File: config.mk
export PLATFORM = sky130hd
export DESIGN_NAME = id_ex_operand_stage
export DESIGN_NICKNAME = d
export VERILOG_FILES = /design/src/rtl/riscv_pkg.sv /design/src/rtl/forward_unit.sv /design/src/rtl/id_ex_operand_stage.sv
export SDC_FILE = /design/constraint.sdc
export NUM_CORES = 1
export LEC_CHECK = 0
export BUFFER_PORTS_ARGS = -buffer_cell sky130_fd_sc_hd__buf_2
export CAP_MARGIN = 20
export CORE_MARGIN = 2
export CORE_UTILIZATION = 40
export CTS_CLUSTER_DIAMETER = 150
export DETAILED_ROUTE_END_ITERATION = 16
export PLACE_DENSITY = 0.79
export SLEW_MARGIN = 40
export SYNTH_ARGS = -nofsm -noshare
export SYNTH_HDL_FRONTEND = slang
export SYNTH_SLANG_ARGS = --single-unit
File: constraint.sdc
create_clock -name clk -period 2.1 [get_ports clk]
set_input_delay 0.21 -clock clk [delete_from_list [all_inputs] [get_ports clk]]
set_output_delay 0.21 -clock clk [all_outputs]
set_load 0.02 [all_outputs]
File: src/rtl/riscv_pkg.sv
// Shared RV32 definitions: ALU operation codes and the ID/EX pipeline bundle.
package riscv_pkg;

  localparam int XLEN = 32;
  localparam int OPW  = 4;
  localparam int RAW  = 5;

  localparam logic [OPW-1:0] ALU_AND = 4'b0000;
  localparam logic [OPW-1:0] ALU_OR  = 4'b0001;
  localparam logic [OPW-1:0] ALU_ADD = 4'b0010;
  localparam logic [OPW-1:0] ALU_XOR = 4'b0011;
  localparam logic [OPW-1:0] ALU_SUB = 4'b0100;
  localparam logic [OPW-1:0] ALU_SLT = 4'b0101;
  localparam logic [OPW-1:0] ALU_SLL = 4'b0110;
  localparam logic [OPW-1:0] ALU_SRL = 4'b0111;
  localparam logic [OPW-1:0] ALU_EQ  = 4'b1000;
  localparam logic [OPW-1:0] ALU_SRA = 4'b1001;
  localparam logic [OPW-1:0] ALU_NE  = 4'b1010;

  // Everything captured at the ID->EX boundary; an all-zero value is a bubble.
  typedef struct packed {
    logic            valid;
    logic [XLEN-1:0] pc;
    logic [XLEN-1:0] rs1_data;
    logic [XLEN-1:0] rs2_data;
    logic [RAW-1:0]  rs1_addr;
    logic [RAW-1:0]  rs2_addr;
    logic [RAW-1:0]  rd_addr;
    logic [XLEN-1:0] imm;
    logic            src_a_pc;
    logic            src_b_imm;
    logic [OPW-1:0]  alu_op;
    logic            reg_write;
    logic            mem_read;
    logic            mem_write;
  } id_ex_t;

endpackage

File: src/rtl/forward_unit.sv
// Per-source bypass select: EX/MEM beats MEM/WB, x0 is never bypassed.
module forward_unit
  import riscv_pkg::*;
#(
  parameter int DATA_WIDTH = XLEN,
  parameter int REG_ADDR_W = RAW
) (
  input  logic                  i_fwd_en,
  input  logic [REG_ADDR_W-1:0] i_rs_addr,
  input  logic [DATA_WIDTH-1:0] i_rs_data,
  input  logic [REG_ADDR_W-1:0] i_exmem_rd,
  input  logic                  i_exmem_reg_write,
  input  logic [DATA_WIDTH-1:0] i_exmem_result,
  input  logic [REG_ADDR_W-1:0] i_memwb_rd,
  input  logic                  i_memwb_reg_write,
  input  logic [DATA_WIDTH-1:0] i_memwb_result,
  output logic [DATA_WIDTH-1:0] o_operand
);

  logic w_hit_exmem;
  logic w_hit_memwb;

  assign w_hit_exmem = i_fwd_en & i_exmem_reg_write & (i_exmem_rd != '0) &
                       (i_exmem_rd == i_rs_addr);
  assign w_hit_memwb = i_fwd_en & i_memwb_reg_write & (i_memwb_rd != '0) &
                       (i_memwb_rd == i_rs_addr);

  always_comb begin
    o_operand = i_rs_data;
    if (w_hit_exmem)      o_operand = i_exmem_result;
    else if (w_hit_memwb) o_operand = i_memwb_result;
  end

endmodule

File: src/rtl/id_ex_operand_stage.sv
// ID/EX register with operand select, bypass and load-use bubble insertion.
// ALU_FORWARDING_EN enables the bypass; without it, RAW hazards stall instead.
module id_ex_operand_stage
  import riscv_pkg::*;
#(
  parameter int DATA_WIDTH    = XLEN,
  parameter int OPCODE_LENGTH = OPW,
  parameter int REG_ADDR_W    = RAW
) (
  input  logic                     clk,
  input  logic                     rst_n,
  input  logic                     id_valid,
  input  logic [DATA_WIDTH-1:0]    id_pc,
  input  logic [DATA_WIDTH-1:0]    id_rs1_data,
  input  logic [DATA_WIDTH-1:0]    id_rs2_data,
  input  logic [REG_ADDR_W-1:0]    id_rs1_addr,
  input  logic [REG_ADDR_W-1:0]    id_rs2_addr,
  input  logic [REG_ADDR_W-1:0]    id_rd_addr,
  input  logic [DATA_WIDTH-1:0]    id_imm,
  input  logic                     id_src_a_pc,
  input  logic                     id_src_b_imm,
  input  logic [OPCODE_LENGTH-1:0] id_alu_op,
  input  logic                     id_reg_write,
  input  logic                     id_mem_read,
  input  logic                     id_mem_write,
  input  logic                     stall,
  input  logic                     flush,
  input  logic [REG_ADDR_W-1:0]    exmem_rd,
  input  logic                     exmem_reg_write,
  input  logic [DATA_WIDTH-1:0]    exmem_result,
  input  logic [REG_ADDR_W-1:0]    memwb_rd,
  input  logic                     memwb_reg_write,
  input  logic [DATA_WIDTH-1:0]    memwb_result,
  output logic [DATA_WIDTH-1:0]    SrcA,
  output logic [DATA_WIDTH-1:0]    SrcB,
  output logic [OPCODE_LENGTH-1:0] Operation,
  output logic                     ex_valid,
  output logic                     ex_reg_write,
  output logic                     ex_mem_read,
  output logic                     ex_mem_write,
  output logic [REG_ADDR_W-1:0]    ex_rd_addr,
  output logic [DATA_WIDTH-1:0]    ex_store_data,
  output logic [DATA_WIDTH-1:0]    ex_pc,
  output logic                     hazard_stall
);

`ifdef ALU_FORWARDING_EN
  localparam logic FWD_EN = 1'b1;
`else
  localparam logic FWD_EN = 1'b0;
`endif

  id_ex_t                r_ex;
  id_ex_t                w_ex_load;
  id_ex_t                w_ex_next;
  logic                  w_load_use;
  logic                  w_raw_dep;
  logic [DATA_WIDTH-1:0] w_fwd_rs1;
  logic [DATA_WIDTH-1:0] w_fwd_rs2;

  assign w_load_use = id_valid & r_ex.valid & r_ex.mem_read & (r_ex.rd_addr != '0) &
                      ((r_ex.rd_addr == id_rs1_addr) | (r_ex.rd_addr == id_rs2_addr));

  // Without bypass, any in-flight writer of a source must drain before ID advances.
  always_comb begin
    w_raw_dep = 1'b0;
    if (!FWD_EN && id_valid) begin
      w_raw_dep = ((id_rs1_addr != '0) &
                   ((r_ex.valid & r_ex.reg_write & (r_ex.rd_addr == id_rs1_addr)) |
                    (exmem_reg_write & (exmem_rd == id_rs1_addr)))) |
                  ((id_rs2_addr != '0) &
                   ((r_ex.valid & r_ex.reg_write & (r_ex.rd_addr == id_rs2_addr)) |
                    (exmem_reg_write & (exmem_rd == id_rs2_addr))));
    end
  end

  assign hazard_stall = w_load_use | w_raw_dep;

  always_comb begin
    w_ex_load           = '0;
    w_ex_load.valid     = id_valid;
    w_ex_load.pc        = id_pc;
    w_ex_load.rs1_data  = id_rs1_data;
    w_ex_load.rs2_data  = id_rs2_data;
    w_ex_load.rs1_addr  = id_rs1_addr;
    w_ex_load.rs2_addr  = id_rs2_addr;
    w_ex_load.rd_addr   = id_rd_addr;
    w_ex_load.imm       = id_imm;
    w_ex_load.src_a_pc  = id_src_a_pc;
    w_ex_load.src_b_imm = id_src_b_imm;
    w_ex_load.alu_op    = id_alu_op;
    w_ex_load.reg_write = id_reg_write & id_valid;
    w_ex_load.mem_read  = id_mem_read & id_valid;
    w_ex_load.mem_write = id_mem_write & id_valid;
  end

  // flush > stall > hazard bubble > load
  always_comb begin
    w_ex_next = w_ex_load;
    if (flush)             w_ex_next = '0;
    else if (stall)        w_ex_next = r_ex;
    else if (hazard_stall) w_ex_next = '0;
  end

  always_ff @(posedge clk or negedge rst_n) begin
    if (!rst_n) r_ex <= '0;
    else        r_ex <= w_ex_next;
  end

  forward_unit #(.DATA_WIDTH(DATA_WIDTH), .REG_ADDR_W(REG_ADDR_W)) u_fwd_rs1 (
    .i_fwd_en          (FWD_EN),
    .i_rs_addr         (r_ex.rs1_addr),
    .i_rs_data         (r_ex.rs1_data),
    .i_exmem_rd        (exmem_rd),
    .i_exmem_reg_write (exmem_reg_write),
    .i_exmem_result    (exmem_result),
    .i_memwb_rd        (memwb_rd),
    .i_memwb_reg_write (memwb_reg_write),
    .i_memwb_result    (memwb_result),
    .o_operand         (w_fwd_rs1)
  );

  forward_unit #(.DATA_WIDTH(DATA_WIDTH), .REG_ADDR_W(REG_ADDR_W)) u_fwd_rs2 (
    .i_fwd_en          (FWD_EN),
    .i_rs_addr         (r_ex.rs2_addr),
    .i_rs_data         (r_ex.rs2_data),
    .i_exmem_rd        (exmem_rd),
    .i_exmem_reg_write (exmem_reg_write),
    .i_exmem_result    (exmem_result),
    .i_memwb_rd        (memwb_rd),
    .i_memwb_reg_write (memwb_reg_write),
    .i_memwb_result    (memwb_result),
    .o_operand         (w_fwd_rs2)
  );

  assign SrcA          = r_ex.src_a_pc  ? r_ex.pc  : w_fwd_rs1;
  assign SrcB          = r_ex.src_b_imm ? r_ex.imm : w_fwd_rs2;
  assign ex_store_data = w_fwd_rs2;
  assign Operation     = r_ex.alu_op;
  assign ex_valid      = r_ex.valid;
  assign ex_reg_write  = r_ex.reg_write;
  assign ex_mem_read   = r_ex.mem_read;
  assign ex_mem_write  = r_ex.mem_write;
  assign ex_rd_addr    = r_ex.rd_addr;
  assign ex_pc         = r_ex.pc;

endmodule

* Yosys cells after proc, flatten, opt, wreduce, memory -nomap -nowiden
Index checks and enable logic that the tools add are counted.
** Operators by class
- Eq/ne operators :: 5
- Multiplexer cells :: 6
- Bitwise logic cells :: 19
- Reductions and logical operators :: 3
** Operator list (count)
- $mux W153 :: 3
- $mux W32 :: 2
- $eq A5 B5 Y1 :: 4
- $reduce_bool A5 Y1 :: 3
- $and A1 B1 Y1 :: 14
- $or A1 B1 Y1 :: 5
- $ne A2 B1 Y1 const B :: 1
- $mux W1 :: 1
** Word-level totals
- Register bits :: 143
- Input port bits :: 233
- Output and inout port bits :: 142
- Word-level logic and storage cells :: 45

* Logic depth before layout (Yosys ltp)
Gate-level depths: netlist of the first run.
- Depth after elaboration :: 10
- Depth in mapped cells :: 8
- Mapped depth without buffers :: 5

* Cells and area by module
A second synthesis of the first run with hierarchy kept.
** Unflattened totals
- Cells, all modules :: 860
- Area, all modules :: 9052.4 µm²
** By module, submodules not included
- id_ex_operand_stage :: instances 1, cells an instance 494, area each 6740.2 µm², sequential area each 3828.7 µm²
- forward_unit :: instances 2, cells an instance 183, area each 1156.1 µm², sequential area each 0.0 µm²

* Least setup slack after synthesis of the first run
OpenSTA, ideal clock, no wires.
- Kind :: input port to output port
- From :: input id_rs1_addr[1]
- To :: output hazard_stall
- Arrival time :: 1799 ps
- Setup slack :: 91 ps
- Stages :: 7
- Path through :: or4_1 o21ai_2 nor3_1 a211o_1 buf_2 buf_6 or2_2
** Between the ends
- Longest elaborated chain between the ends :: 7
** RTL lines
- from (decl) :: RTL line id_ex_operand_stage.sv:16 : input logic [REG_ADDR_W-1:0] id_rs1_addr,
- $eq A5 B5 Y1 (on tied branches) :: RTL line id_ex_operand_stage.sv:62, id_ex_operand_stage.sv:69, id_ex_operand_stage.sv:70
- $and A1 B1 Y1 (on tied branches) :: RTL line id_ex_operand_stage.sv:69, id_ex_operand_stage.sv:70
- $or A1 B1 Y1 :: RTL line id_ex_operand_stage.sv:69 : ((r_ex.valid & r_ex.reg_write & (r_ex.rd_addr == id_rs1_addr)) |
- $and A1 B1 Y1 :: RTL line id_ex_operand_stage.sv:68 : w_raw_dep = ((id_rs1_addr != '0) &
- $or A1 B1 Y1 :: RTL line id_ex_operand_stage.sv:70 : (exmem_reg_write & (exmem_rd == id_rs1_addr)))) |
- $mux W1 :: RTL line id_ex_operand_stage.sv:67 : if (!FWD_EN && id_valid) begin
- $or A1 B1 Y1 * :: RTL line id_ex_operand_stage.sv:77 : assign hazard_stall = w_load_use | w_raw_dep;
- to (decl) :: RTL line id_ex_operand_stage.sv:44 : output logic hazard_stall
Mark *: on every way between the ends. The rest lies on a longest branch, timed or not.

* Worst setup path after layout of the first run
- From :: register r_ex, in the netlist ex_rd_addr[3]
- To :: output hazard_stall
** Between the ends
- Longest elaborated chain between the ends :: 7
** RTL lines
- from (decl) :: RTL line id_ex_operand_stage.sv:53 : id_ex_t r_ex;
- from (signal assigned) :: RTL line id_ex_operand_stage.sv:107 : else r_ex <= w_ex_next;
- $eq A5 B5 Y1 (on tied branches) :: RTL line id_ex_operand_stage.sv:62, id_ex_operand_stage.sv:69, id_ex_operand_stage.sv:72
- $and A1 B1 Y1 (on tied branches) :: RTL line id_ex_operand_stage.sv:69, id_ex_operand_stage.sv:72
- $or A1 B1 Y1 (on tied branches) :: RTL line id_ex_operand_stage.sv:69, id_ex_operand_stage.sv:72
- $and A1 B1 Y1 (on tied branches) :: RTL line id_ex_operand_stage.sv:68, id_ex_operand_stage.sv:71
- $or A1 B1 Y1 :: RTL line id_ex_operand_stage.sv:70
- $mux W1 :: RTL line id_ex_operand_stage.sv:67
- $or A1 B1 Y1 * :: RTL line id_ex_operand_stage.sv:77
Marks and branches as above.

==> results.md, run 1 <==
* Largest net degree at the start of global routing at 144
* GPL Wtd Cong at 0.847
* WP buf/inv at 1
* TritonRoute pass-1 iters at 6
* Final std cells w/o fill at 1311
* Starting Density at 40.9%
* Hold path start: id_imm[31]
* Fin crit period at 2.15 ns
* H-Tree Depth at 4
* Worst Path Required at 1.89 ns
* Slew headroom at 57.6%
* Max Clock Freq at 0.466 GHz
* CTS Buf Count at 17
* Row count at 51
* WL met3 at 1400 um
* Fin nets at 1265
* WL final at 21900 um
* Register area at 3580 um^2
* Slew at the pin closest to its max-slew limit at 0.636 ns
* Peak VDD IR at 0.491 mV
* Gate power share at 16.4%
* Via density at 5.08
* Crit path max-delay family: flip-flops
* Avg WL per Cell at 16.7 um
* Crit end category: output pin
* Setup crit start kind: flip-flop
* Proportion of layout cells with a drive suffix above 1 at 48.6%
* Routed Antenna Nets at 0
* Post-Syn Instances at 825
* Longest Clk Path Bufs at 2
* CP max stage delay at 0.47 ns
* Failing checks: negative setup slack
* Clock Skew at 0.00933 ns
* Final cycle utilization of the critical path at 102%
* # setup viols final at 1
* Worst hold slack at 0.0290 ns
* Die area at 21000 um^2
* Slew Limit Fails at 0
* Port Buffers at 304
* Vias after detailed routing at 6658
* Fill cell count at 1734
* Met1 wire length at 9730 um
* Worst Path Class, Setup: reg -> out
* Hpwl dp at 14900 um
* Mapped Nets at 1058
* CTS Sinks at 143
* Switching part of the total at 27.3%
* Cell Chain, Critical Path: xnor2_2 -> nand3_2 -> o22ai_2 -> a211o_4 -> or2_4 -> buf_6
* Hold Crit Class: in -> reg
* R2R Path Start: ex_rd_addr[3]
* Area grow syn2layout at 26.2%
* Worst Setup Slack, final at -0.0482 ns
* Max FO, Critical Path at 4
* Grt total ovfl at 0
* Clock-pin slew on the worst setup and hold paths at 0.06 ns
* Worst setup startpoint: ex_rd_addr[3]
* Seq cells post-synth at 143
* Leakage at 4.97 nW
* RR Endpoint: ex_pc[18]
* Die Span Y at 145 um
* Core Region at 19500 um^2
* Clk Tree Root Cell: clkbuf_16
* Initial antenna violation count at 3
* Number of global-route vias before repair at 6689
* Sequential share of power at 40.9%
* Skew-Pair Late Insertion Delay at 0.41 ns
* Reg2Reg Depth at 7
* CP max stage cell: dfrtp_2
* Global-route wire length before repair at 35600 um
* CTS tree: built
* Reg2reg setup slack at 0.09 ns
* Power Internal at 5.39 mW
* Fin area at 10000 um^2
* CP endpoint: hazard_stall
* Final Hold Viols at 0
* Multi-input gate area at 3590 um^2
* Placed Cells at 1271
* Pwr dens at 739 nW/um^2
* Placed cell area at 9280 um^2
* Clk pwr share at 42.7%
* RSZ-0062 raised after global routing: yes
* Crit. path cell count at 6
* Max layer used: met5
* Die Width at 145 um
* I/O pin count at 375
* Critical Path AT at 1.94 ns
* Run status: finished, violations left
* Mapped Area at 7960 um^2
* Max-cap viol count at 0
* Count of cell types in the netlist at 25
* Total power at 7.42 mW
* Synthesis Warnings at 0
* Violation count after the first detailed-routing iteration at 371
* # DRC at 0
* Gr usage total at 20.7%
* Met2 wire len at 10400 um
* Sequential-to-total area share from yosys stat at 45.0%
* Psw at 2.03 mW
* Average size of a mapped cell at 9.65 um^2
area by class of cell:
| class | count | share of cell area (%) |
|---|---|---|
| clock buffer | 20 | 4.65 |
| antenna | 2 | 0.0498 |
| sequential | 143 | 35.7 |
| multi-input combinational | 538 | 35.7 |
| tap | 265 | 3.30 |
| timing repair buffer | 332 | 19.1 |
| clock inverter | 11 | 1.53 |
sequential cells by signal (all words and copies together), names as in the netlist:
name          flops
ex_valid          1
ex_rd_addr        5
ex_mem_write      1
ex_reg_write      1
r_ex             98
ex_mem_read       1
Operation         4
ex_pc            32
cell families (layout without fill, tap and decap cells):
kind of cell / after synthesis / in the layout / share of synthesized area (%)
compound gates: 148 / 148 / 17.8
xor+xnor: 20 / 20 / 2.20
buf+inv: 144 / 363 / 11.1
flops: 143 / 143 / 45.0
mux: 64 / 64 / 9.06
other cells: 0 / 2 / 0
simple gates: 306 / 306 / 14.9
per-layer routing:
metal,up-vias,GRT usage [%]
met5,-,0
met4,2,5.89
met3,25,5.91
met2,254,33.5
met1,3219,27.1
li1,3158,-
how the worst min path moves through the flow:
stage	end	cells after the start
after floorplan	Operation[0]	0
final	r_ex[40]	3
after CTS	r_ex[116]	3
after detailed placement	r_ex[106]	1
after global placement	r_ex[106]	1
after global routing	r_ex[9]	3
cells in the final DEF (no fill, tap or decap), drive strengths merged, types with 2 or more instances in the layout:
cell type,count
buf,331
bufinv,3
clkbuf,20
clkinv,3
clkinvlp,2
dfrtp,143
diode,2
inv,3
mux2,64
nand2,287
nand3,6
nor2,2
nor3,3
nor4,2
o31ai,143
or4,2
xnor2,16
xor2,4
worst min-delay path: cells and delay by family:
family                 cells  cell delay [ns]
AND/OR/NAND/NOR            1             0.04
buffers and inverters      1             0.10
AO/OA/AOI/OAI              1             0.05
power by group through the flow:
| stage | combinational (mW) | sequential (mW) | clock (mW) |
|---|---|---|---|
| after floorplan | 0.803 | 3.04 | 0 |
| after global placement | 1.19 | 3.07 | 0 |
| after detailed placement | 1.20 | 3.08 | 0 |
| after CTS | 1.22 | 3.03 | 3.25 |
| after global routing | 1.32 | 3.05 | 3.39 |
| final | 1.22 | 3.03 | 3.17 |
through the flow:
stage | worst slack [ns] | setup TNS (ns) | util [%]
2_1_floorplan | 0.0907 | 0 | -
5_1_grt | -0.115 | -0.159 | 51.6
3_5_place_dp | -0.0621 | -0.615 | 47.7
6_report | -0.0482 | -0.0482 | 51.6
4_1_cts | -0.0803 | -0.0803 | 51.4
3_3_place_gp | -0.0653 | -0.0792 | 47.7
synthesized netlist by cell type, drive strengths merged:
library cell	count	area, um^2
nand2	287	1080
nand3	6	30.0
xnor2	16	140
nand4	1	6.26
buf	96	707
nor2b	1	6.26
o31ai	143	1370
a211o	1	8.76
or4	2	15.0
a21oi	1	5.00
or2	1	6.26
o221a	1	11.3
xor2	4	35.0
dfrtp	143	3580
mux2	64	721
clkbuf	48	180
nor4	2	12.5
o22ai	1	6.26
o21ai	1	8.76
nor2	2	7.51
nor3	3	15.0
and3	1	6.26
timing repair:
action,in CTS,in global routing
setup endpoints to repair,1,85
hold endpoints to repair,47,0
hold buffers,1,0
resized for setup,13,6
pin swaps,7,5
setup buffers,6,0
(Power assumes the default switching activity.)
==> run 2: changes to the inputs <==
Settings changed: ABC_AREA from default to 1, CORE_AREA from default to 2 2 146 148, CORE_MARGIN 2 to default, CORE_UTILIZATION 40 to default, DIE_AREA from default to 0 0 148 150, PLACE_DENSITY 0.79 to 0.76.
==> results.md, run 2 <==
* Grt total ovfl at 0
* Multi-input gate area at 3100 um^2
* Die area at 22200 um^2
* # DRC at 0
* Die Span Y at 150 um
* Max reg flops at 98
* Placed Cells at 1351
* Starting Density at 36.8%
* Top cells by area, synth: dfrtp_1 (47%), nand2_1 (16%), nand4_1 (12%)
* Hold Crit Depth at 3
* Critical Path AT at 1.86 ns
* Longest Clk Path Bufs at 2
* Mapped Area at 7620 um^2
* Mapped Nets at 1116
* Via density at 5.04
* Port Buffers at 304
* Count of cell types in the netlist at 21
* TritonRoute pass-1 iters at 5
* Run status: finished clean
* Max-cap viol count at 0
* Largest net degree at the start of global routing at 84
* Hpwl dp at 15700 um
* Number of global-route vias before repair at 6702
* Max FO, Critical Path at 4
* Proportion of layout cells with a drive suffix above 1 at 40.6%
* Final cycle utilization of the critical path at 98.5%
* R2R Path Start: ex_rd_addr[4]
* Global-route wire length before repair at 36500 um
* Avg WL per Cell at 16.8 um
* Commonest cells after routing, fill and taps aside: nand2_1 (323), buf_2 (302), nand4_1 (145)
* Reg2Reg Depth at 10
* # setup viols final at 0
* Clock Skew at 0.00703 ns
* Clock-pin slew on the worst setup and hold paths at 0.06 ns
* Fin crit period at 2.07 ns
* Share of the synthesized area in the top cell type at 47.0%
* Fin nets at 1339
* Post-Syn Instances at 883
* Max Clock Freq at 0.484 GHz
* Synthesis Warnings at 0
* H-Tree Depth at 4
* Area grow syn2layout at 27.9%
* I/O pin count at 375
* Worst Path Class, Setup: reg -> out
* Synth Flop Type: dfrtp_1
* Register area at 3580 um^2
* Post-synth EDFFs at 0
* Gr usage total at 21.0%
* Violation count after the first detailed-routing iteration at 354
* Pwr dens at 737 nW/um^2
* Worst Path Required at 1.89 ns
* Row count at 53
* Peak VDD IR at 0.477 mV
* Initial antenna violation count at 0
* Die Width at 148 um
* Average size of a mapped cell at 8.63 um^2
* Slew at the pin closest to its max-slew limit at 0.550 ns
* Setup crit start kind: flip-flop
* Sequential-to-total area share from yosys stat at 47.0%
* GPL Wtd Cong at 0.835
* Seq cells post-synth at 143
* Worst hold slack at 0.0401 ns
* Skew-Pair Late Insertion Delay at 0.40 ns
* WL final at 23500 um
* Fraction of registers with async set/reset at 100%
* Core Region at 20700 um^2
* CTS Buf Count at 17
* RSZ-0062 raised after global routing: yes
* Hold path start: id_imm[0]
* Slew Limit Fails at 0
* CTS tree: built
* Commonest non-fill, non-tap cell in the layout: nand2_1
* Hold Crit Class: in -> reg
* Vias after detailed routing at 7029
* Leakage at 5.62 nW
* Routed Antenna Nets at 0
* CTS Sinks at 143
* Clk Tree Root Cell: clkbuf_16
* Worst setup startpoint: ex_rd_addr[4]
* Share of the core filled with cells at 47.1%
* Final std cells w/o fill at 1394
* Yosys top cell by area: dfrtp_1
* Crit end category: output pin
* Final Hold Viols at 0
* Largest Register: r_ex
* Slew headroom at 63.3%
* Fill cell count at 2023
* Antenna diodes at 0
* Count leader, synth: nand2_1
* Post-synth top cells: nand2_1 (324), nand4_1 (145), dfrtp_1 (143), buf_4 (79), mux2_2 (64)
==> run 2: area by class of cell <==
cell class | instances | share of cell area [%]
Clock buffer | 19 | 4.44
Clock inverter | 13 | 1.41
Inverter | 21 | 0.809
Multi-Input combinational cell | 577 | 31.8
Sequential cell | 143 | 36.8
Tap cell | 275 | 3.53
Timing Repair Buffer | 346 | 21.2
==> run 2: cells by family (layout without fill, tap and decap cells) <==
family	Yosys count	in the layout	synth area share (%)
multiplexers	64	64	9.46
flip-flops	143	143	47.0
XOR/XNOR	4	4	0.460
AO/OA/AOI/OAI	6	6	0.394
AND/OR/NAND/NOR	503	503	29.9
buffers and inverters	163	399	12.8
==> run 2: path summary, 6_finish.rpt <==
kind                            slack, ns            to
worst min register to register       0.48  Operation[1]
max in group asynchronous            1.12     r_ex[116]
worst max-delay path                 0.03  hazard_stall
worst min-delay path                 0.04       r_ex[9]
worst max register to register       0.13      r_ex[74]
min in group asynchronous            0.30      r_ex[34]
==> run 2: repair_timing <==
item,4_1_cts,5_1_grt
cloned,3,0
hold buffers,1,0
setup buffers,7,0
gates resized for setup,10,4
hold endpoints to repair,45,0
endpoints found under the setup margin,1,73
pin swaps,4,2
==> run 2: through the flow <==
step           cell area, um^2  TNS (ns)  setup WS [ns]  power, mW
3_3_place_gp              8970         0          0.163       4.24
5_1_grt                   9740    -0.126         -0.110       7.53
2_1_floorplan             7620         0          0.467       3.81
4_1_cts                   9730         0       0.000574       7.28
6_report                  9740         0         0.0319       7.18
3_5_place_dp              8970         0          0.141       4.26
==> run 2: worst max-delay path, cell delays in order, from the launching register on <==
cell and delay [ns]:
dfrtp_1 0.43, xor2_1 0.18, nor2_1 0.14, nand3_1 0.12, a21oi_2 0.19, nand2_4 0.08, buf_16 0.13, nand2_1 0.07
buf_6 0.11
==> run 2: metal layers <==
metal / global-route usage (%) / up-vias / wire [um]
met5: 0 / - / 0
met1: 27.6 / 3388 / 10200
met3: 5.24 / 17 / 1720
met4: 4.29 / 0 / 193
met2: 35.1 / 283 / 11300
li1: - / 3341 / -
==> run 2: report_power, final <==
part           total [mW]  internal [mW]  leakage (nW)  switching [mW]
clock network        2.96           1.75         0.274            1.20
logic                1.20          0.477          3.44           0.719
registers            3.03           2.92          1.90           0.111
total                7.18           5.15          5.62            2.03
